===== src/rtl/oam_dma_ctrl.sv =====
// Sprite DMA: snoops CPU writes to $4014, halts the CPU and copies one 256-byte
// page to PPU OAM through alternating reads of {page,idx} and writes to $2004.
module oam_dma_ctrl (
  input  logic        i_clk,
  input  logic        i_rstn,
  input  logic        i_cpu_ce,
  input  logic [15:0] i_cpu_addr,
  input  logic [7:0]  i_cpu_wdata,
  input  logic        i_cpu_wn,
  output logic        o_cpu_halt,
  output logic        o_bus_sel,
  output logic [15:0] o_bus_addr,
  output logic [7:0]  o_bus_wdata,
  output logic        o_bus_wn,
  input  logic [7:0]  i_bus_rdata
);

  typedef enum logic [2:0] {IDLE, HALT, ALIGN, READ, WRITE} state_t;

  state_t      state, state_d;
  logic        odd;
  logic [7:0]  page, page_d, idx, idx_d, data, data_d;
  logic        trig;

  logic        halt_d, sel_d, wn_d;
  logic [15:0] addr_d;
  logic [7:0]  wdata_d;

  assign trig = i_cpu_ce && (state == IDLE) && (i_cpu_addr == 16'h4014) && !i_cpu_wn;

  always_ff @(posedge i_clk or negedge i_rstn) begin
    if (!i_rstn) begin
      state <= IDLE;
      odd   <= 1'b0;
      page  <= 8'h00;
      idx   <= 8'h00;
      data  <= 8'h00;
    end else begin
      state <= state_d;
      page  <= page_d;
      idx   <= idx_d;
      data  <= data_d;
      if (i_cpu_ce) odd <= ~odd;
    end
  end

  always_comb begin
    state_d = state;
    page_d  = page;
    idx_d   = idx;
    data_d  = data;
    if (i_cpu_ce) begin
      case (state)
        IDLE: if (trig) begin
          state_d = HALT;
          page_d  = i_cpu_wdata;
          idx_d   = 8'h00;
        end
        HALT:  state_d = odd ? ALIGN : READ;
        ALIGN: state_d = READ;
        READ: begin
          data_d  = i_bus_rdata;
          state_d = WRITE;
        end
        WRITE: begin
          if (idx == 8'hFF) state_d = IDLE;
          else begin
            idx_d   = idx + 8'h01;
            state_d = READ;
          end
        end
        default: state_d = IDLE;
      endcase
    end
  end

  // Outputs are decoded from next-state values and registered, so the bus
  // sees them on the same edge the state changes and holds them between ce.
  always_comb begin
    halt_d  = (state_d != IDLE);
    sel_d   = (state_d == READ) || (state_d == WRITE);
    wn_d    = (state_d != WRITE);
    addr_d  = 16'h0000;
    wdata_d = 8'h00;
    if (state_d == READ)  addr_d = {page_d, idx_d};
    if (state_d == WRITE) begin
      addr_d  = 16'h2004;
      wdata_d = data_d;
    end
  end

  always_ff @(posedge i_clk or negedge i_rstn) begin
    if (!i_rstn) begin
      o_cpu_halt  <= 1'b0;
      o_bus_sel   <= 1'b0;
      o_bus_addr  <= 16'h0000;
      o_bus_wdata <= 8'h00;
      o_bus_wn    <= 1'b1;
    end else begin
      o_cpu_halt  <= halt_d;
      o_bus_sel   <= sel_d;
      o_bus_addr  <= addr_d;
      o_bus_wdata <= wdata_d;
      o_bus_wn    <= wn_d;
    end
  end

endmodule


===== config.mk =====
export PLATFORM = sky130hd
export DESIGN_NAME = oam_dma_ctrl
export DESIGN_NICKNAME = d
export VERILOG_FILES = /design/src/rtl/oam_dma_ctrl.sv
export SDC_FILE = /design/constraint.sdc
export NUM_CORES = 1
export LEC_CHECK = 0
export CORE_MARGIN = 2
export CORE_UTILIZATION = 50
export CTS_BUF_LIST = sky130_fd_sc_hd__clkbuf_16
export CTS_CLUSTER_DIAMETER = 40
export DETAILED_ROUTE_END_ITERATION = 10
export GPL_TIMING_DRIVEN = 1
export PLACE_DENSITY = 0.92
export RECOVER_POWER = 50
export SLEW_MARGIN = 20
export SYNTH_ARGS = -nofsm -noshare
export SYNTH_HDL_FRONTEND = slang
export SYNTH_SLANG_ARGS = --single-unit

===== constraint.sdc =====
create_clock -name i_clk -period 3.5 [get_ports i_clk]
set_clock_uncertainty 0.2 [all_clocks]
set_input_delay 0.7 -clock i_clk [delete_from_list [all_inputs] [get_ports i_clk]]
set_output_delay 0.7 -clock i_clk [all_outputs]
set_load 0.02 [all_outputs]

== Yosys cells after proc, flatten, opt, wreduce, memory -nomap -nowiden ==
Cells that the tools add are included.
Word-level totals
  bits of input ports: 36
  register bits after elaboration: 55
  output and inout bits: 27
  logic and storage cells: 45
Cells by class
  equal/unequal tests: 9
  $add $sub $neg: 1
  reductions and logical operators: 7
  muxes and demuxes: 17
  bitwise logic cells: 1
Operators with widths (number)
  8-bit two-way mux: 9
  16-bit two-way mux: 2
  16-bit by 15-bit == test with 1-bit output, second input constant: 1
  8-bit one-hot mux with 2 select lines: 1
  3-bit one-hot mux with 5 select lines: 1
  3-bit by 2-bit == test with 1-bit output, second input constant: 3
  8-bit by 1-bit adder with 8-bit output, second input constant: 1
  8-bit == test, second input constant: 1
  3-bit == test, second input constant: 2
  3-bit two-way mux: 2
  3-bit by 1-bit == test with 1-bit output, second input constant: 1
  1-bit logical AND: 3
  3-bit logical NOT: 1
  3-bit != test, second input constant: 1
  3-bit nonzero test: 1
  2-bit two-way mux: 1
  1-bit logical NOT: 1
  1-bit logical OR: 1
  1-bit two-way mux: 1
  1-bit NOT: 1

== Depth between registers and ports, before layout ==
  depth in word-level cells: 10
  gate-level depth with buffers: 8
  depth with buffers taken out: 6

== Worst setup path after synthesis ==
OpenSTA, ideal clock, no wires.
  kind: input -> register
  start point: input i_cpu_addr[12]
  end point: register o_bus_addr[0]
  arrival time: 1889 ps
  cell stages on the path: 6
  data required time: 3177 ps
  slack: 1288 ps
  library setup time: 123 ps
  buffers on the path: 1
  cell sequence: nor4b_1 -> nand3_1 -> or3_1 -> buf_6 -> a32oi_2 -> nor2_1
On the way
  longest elaborated chain between the ends: 9
  elaborated cells between the ends (all ways): 13
  those cells by class: eq/ne (3); mux (8); reduce/logical (2)
Ends and longest elaborated chain
  start, declared: line 7  | input logic [15:0] i_cpu_addr,
  16-bit by 15-bit == test with 1-bit output (*): line 29  | assign trig = i_cpu_ce && (state == IDLE) && (i_cpu_addr == 16'h4014) && !i_cpu_wn;
  1-bit logical AND (*) (2 in series): line 29
  3-bit two-way mux: line 54  | IDLE: if (trig) begin
  3-bit one-hot mux with 5 select lines: line 53  | case (state)
  3-bit two-way mux: line 52  | if (i_cpu_ce) begin
  3-bit by 2-bit == test with 1-bit output: line 85  | if (state_d == READ) addr_d = {page_d, idx_d};
  16-bit two-way mux: line 85
  16-bit two-way mux (*): line 86  | if (state_d == WRITE) begin
  via addr_d[0]: line 26  | logic [15:0] addr_d;
  end signal, assigned: line 102  | o_bus_addr <= addr_d;
  end, declared: line 12  | output logic [15:0] o_bus_addr,
The timed path passes the listed nets; every way through them passes the cells marked *.
A chain may end at the register's enable or synchronous reset.

== Final worst setup path ==
  start point: input i_cpu_ce
  end point: register o_bus_wdata[2]
On the way
  longest elaborated chain between the ends: 8
  elaborated cells between the ends (all ways): 9
  those cells by class: eq/ne (1); mux (5); reduce/logical (3)
Ends and longest elaborated chain
  start, declared: line 6  | input logic i_cpu_ce,
  1-bit logical AND (3 in series): line 29
  3-bit two-way mux: line 54
  3-bit one-hot mux with 5 select lines: line 53
  3-bit two-way mux: line 52
  3-bit == test: line 86
  8-bit two-way mux (*): line 86
  via wdata_d[2]: line 27  | logic [7:0] wdata_d;
  end signal, assigned: line 103  | o_bus_wdata <= wdata_d;
  end, declared: line 13  | output logic [7:0] o_bus_wdata,
Marked as above.

==> impl_metrics.ini <==
[yosys]
yosysSeqAreaShare = 0.575
avgSynthCellArea_um2 = 11.1
synth_area_leaders = dfrtp_1, mux2i_1, nor2_1, inv_1, nand2_1
synth_top_family_by_area = simple AND/OR/NAND/NOR gates
synth_most_common_cell = dfrtp_1
yosysWarnings = 0
synth-compound-area-share = 0.112
synthArstFlopShare = 1.00
synthMuxAreaShare = 0.0773
synth-seq-cells = 55
yosys.area_share.xor_xnor = 0.00731
syn_nets = 252
netlist_area_um2 = 2400
yosysTopAreaCell = dfrtp_1
yosys.area.top_type_share = 0.564
synth_flop_cell = dfrtp_1
synth_edf_count = 0
synth_adder_area_share = 0.00522
ys_top_cells_by_count = dfrtp_1, nor2_1, inv_1
synthDistinctLibCells = 54
synth_cells = 215
synth-simple-area-share = 0.164

[grt]
grt_max_degree = 33
overflow = 0
grt_pass1_vias = 1831
grt_pass1_wl_um = 8310
grt_usage = 0.206
antenna_found_initial = 0

[timing]
worst_pin_slew_ns = 1.25
fin_crit_sh = 0.797
setup_viol = 0
fmax_mhz = 358
drv_slew = 0
hold_viol = 0
fin_tns_setup_ns = 0
max_slew_margin = 0.167
final.min_clock_period_ns = 2.79
rsz0062_at_grt = false

[die]
core_area_um2 = 4660
start_util = 0.514
die_area_um2 = 5360
die_y_um = 73.2
io_pins = 63
die_x_um = 73.2
rows = 25

[clocking]
cts_setup_buffers = 0
cts_buffers = 5
clk_pin_slew_ns = 0.06
clock-sinks = 55
cts-root-buf = clkbuf_16
htree_levels = 2
clk_latency_ns = 0.29
cts_hold_buf = 0
postCtsResizedCells = 0
cts_tree = done
cts.path.max_buffers = 2

[setup_path]
critPathLaunchType = primary input
critPathArrivalTime_ns = 2.77
crit_type = primary input to flip-flop
worstPathRequired_ns = 3.47
worstPathMaxFanout = 10
end_kind = flip-flop

[worst_hold_path]
worstHoldPathType = flip-flop to flip-flop

[finish]
final_nets = 316
diodes = 0
seqCellArea_um2 = 1380
n_fill_cell = 356
synthToLayoutAreaGrowth_pct = 33.5
drive_gt1_frac = 0.0964
final_cell_area_um2 = 3200
multi_input_area_um2 = 876

[power_and_ir_drop]
combPwrFrac = 0.277
swShare = 0.316
p_leak_nw = 1.53
p_switching_mw = 0.581
p_int_mw = 1.26
max-vdd-ir-drop_v = 0.000415
power_density_nw_per_um2 = 574
p_seq_frac = 0.462
pwr-share-clk = 0.260

[place]
place.gp.congestion = 0.871
dpl.hpwl_um = 3560
portBuffers = 62
post_dp_cell_area_um2 = 3060

[routing]
firstDrtPassIters = 4
drc = 0
via_per_inst = 5.58
via_count = 1863
ant_nets = 0
route.detailed.wl_per_inst_um = 15.2
drt_iter0_drc = 156
routed_wl_um = 5080

[status]
status = complete, no violations

[run]
cap_viol_max_count = 0
-- worst max-delay path, cell delays in order --
cell,delay [ns]
clkdlybuf4s50_1,0.47
clkbuf_1,0.32
inv_1,0.23
nor2_1,0.18
nand3_1,0.31
buf_4,0.29
mux2i_1,0.19
nor2_1,0.07
-- power by group through the flow --
| stage | registers [mW] | clock network [mW] | logic (mW) |
|---|---|---|---|
| 2_1_floorplan | 0.860 | 0 | 0.300 |
| 3_3_place_gp | 0.852 | 0 | 0.494 |
| 3_5_place_dp | 0.857 | 0 | 0.513 |
| 4_1_cts | 0.848 | 0.484 | 0.519 |
| 5_1_grt | 0.864 | 0.510 | 0.560 |
| 6_report | 0.849 | 0.478 | 0.509 |
-- final timing paths --
check | end | depth (start not counted) | slack (ns) | startpoint
setup / recovery | o_bus_wdata[2] | 8 | 0.71 | i_cpu_ce
setup reg to reg | o_bus_addr[0] | 4 | 1.26 | state[1]
max in group asynchronous | o_bus_addr[7] | 2 | 1.26 | i_rstn
min in group asynchronous | o_bus_addr[5] | 1 | 0.45 | i_rstn
hold reg to reg | odd | 1 | 0.27 | odd
hold / removal | odd | 1 | 0.27 | odd
-- per-stage QoR --
stage               hold WS, ns  setup slack [ns]  total power, mW  instances  utilization
floorplan                 0.204              1.29             1.16        215            -
global placement          0.259             0.687             1.35        326        0.657
detailed placement        0.267             0.614             1.37        326        0.657
CTS                       0.204             0.909             1.85        334        0.688
global route              0.305             0.486             1.93        334        0.686
finish                    0.274             0.709             1.84        334        0.686
-- cell usage in the layout (no fill, tap or decap), types with 2 or more instances in the layout --
cell / instances
a21oi_1: 3
a31oi_1: 2
a31oi_2: 2
a32oi_2: 2
buf_4: 5
clkbuf_1: 2
clkbuf_16: 5
clkdlybuf4s50_1: 50
dfrtp_1: 54
dlygate4sd3_1: 11
inv_1: 21
mux2_2: 4
mux2i_1: 14
nand2_1: 13
nand3_1: 6
nor2_1: 24
nor2b_1: 3
nor3_1: 6
nor3b_1: 2
nor4_1: 2
nor4b_1: 3
nor4bb_1: 3
o21ai_0: 7
o31ai_1: 3
or3_1: 2
-- cells by family after synthesis --
group                      Yosys count
AOI/OAI and AO/OA                   34
muxes                               18
adders and majority gates            1
buffers and inverters               32
DFF                                 55
xor gates and xnor gates             2
and+or+nand+nor                     73
-- metal layers --
metal,track usage,vias to the layer above,part of all wire
met5,0,-,0
met4,0.0700,0,0.021
met3,0.0663,12,0.077
met2,0.345,68,0.52
met1,0.250,905,0.38
li1,-,878,-
-- flip-flops by register name, summed over array words and instances, names as in the netlist --
register	cells
data	8
state	3
idx	8
o_bus_addr	16
o_bus_wn	1
o_bus_wdata	8
o_cpu_halt	1
page	8
o_bus_sel	1
odd	1
-- area by class of cell --
class | instances | area share
Sequential cell | 55 | 0.431
Multi-Input combinational cell | 128 | 0.274
Timing Repair Buffer | 69 | 0.207
Clock buffer | 5 | 0.0391
Inverter | 20 | 0.0235
Tap cell | 54 | 0.0211
Clock inverter | 3 | 0.00509
Power figures use the tool's default switching activity.
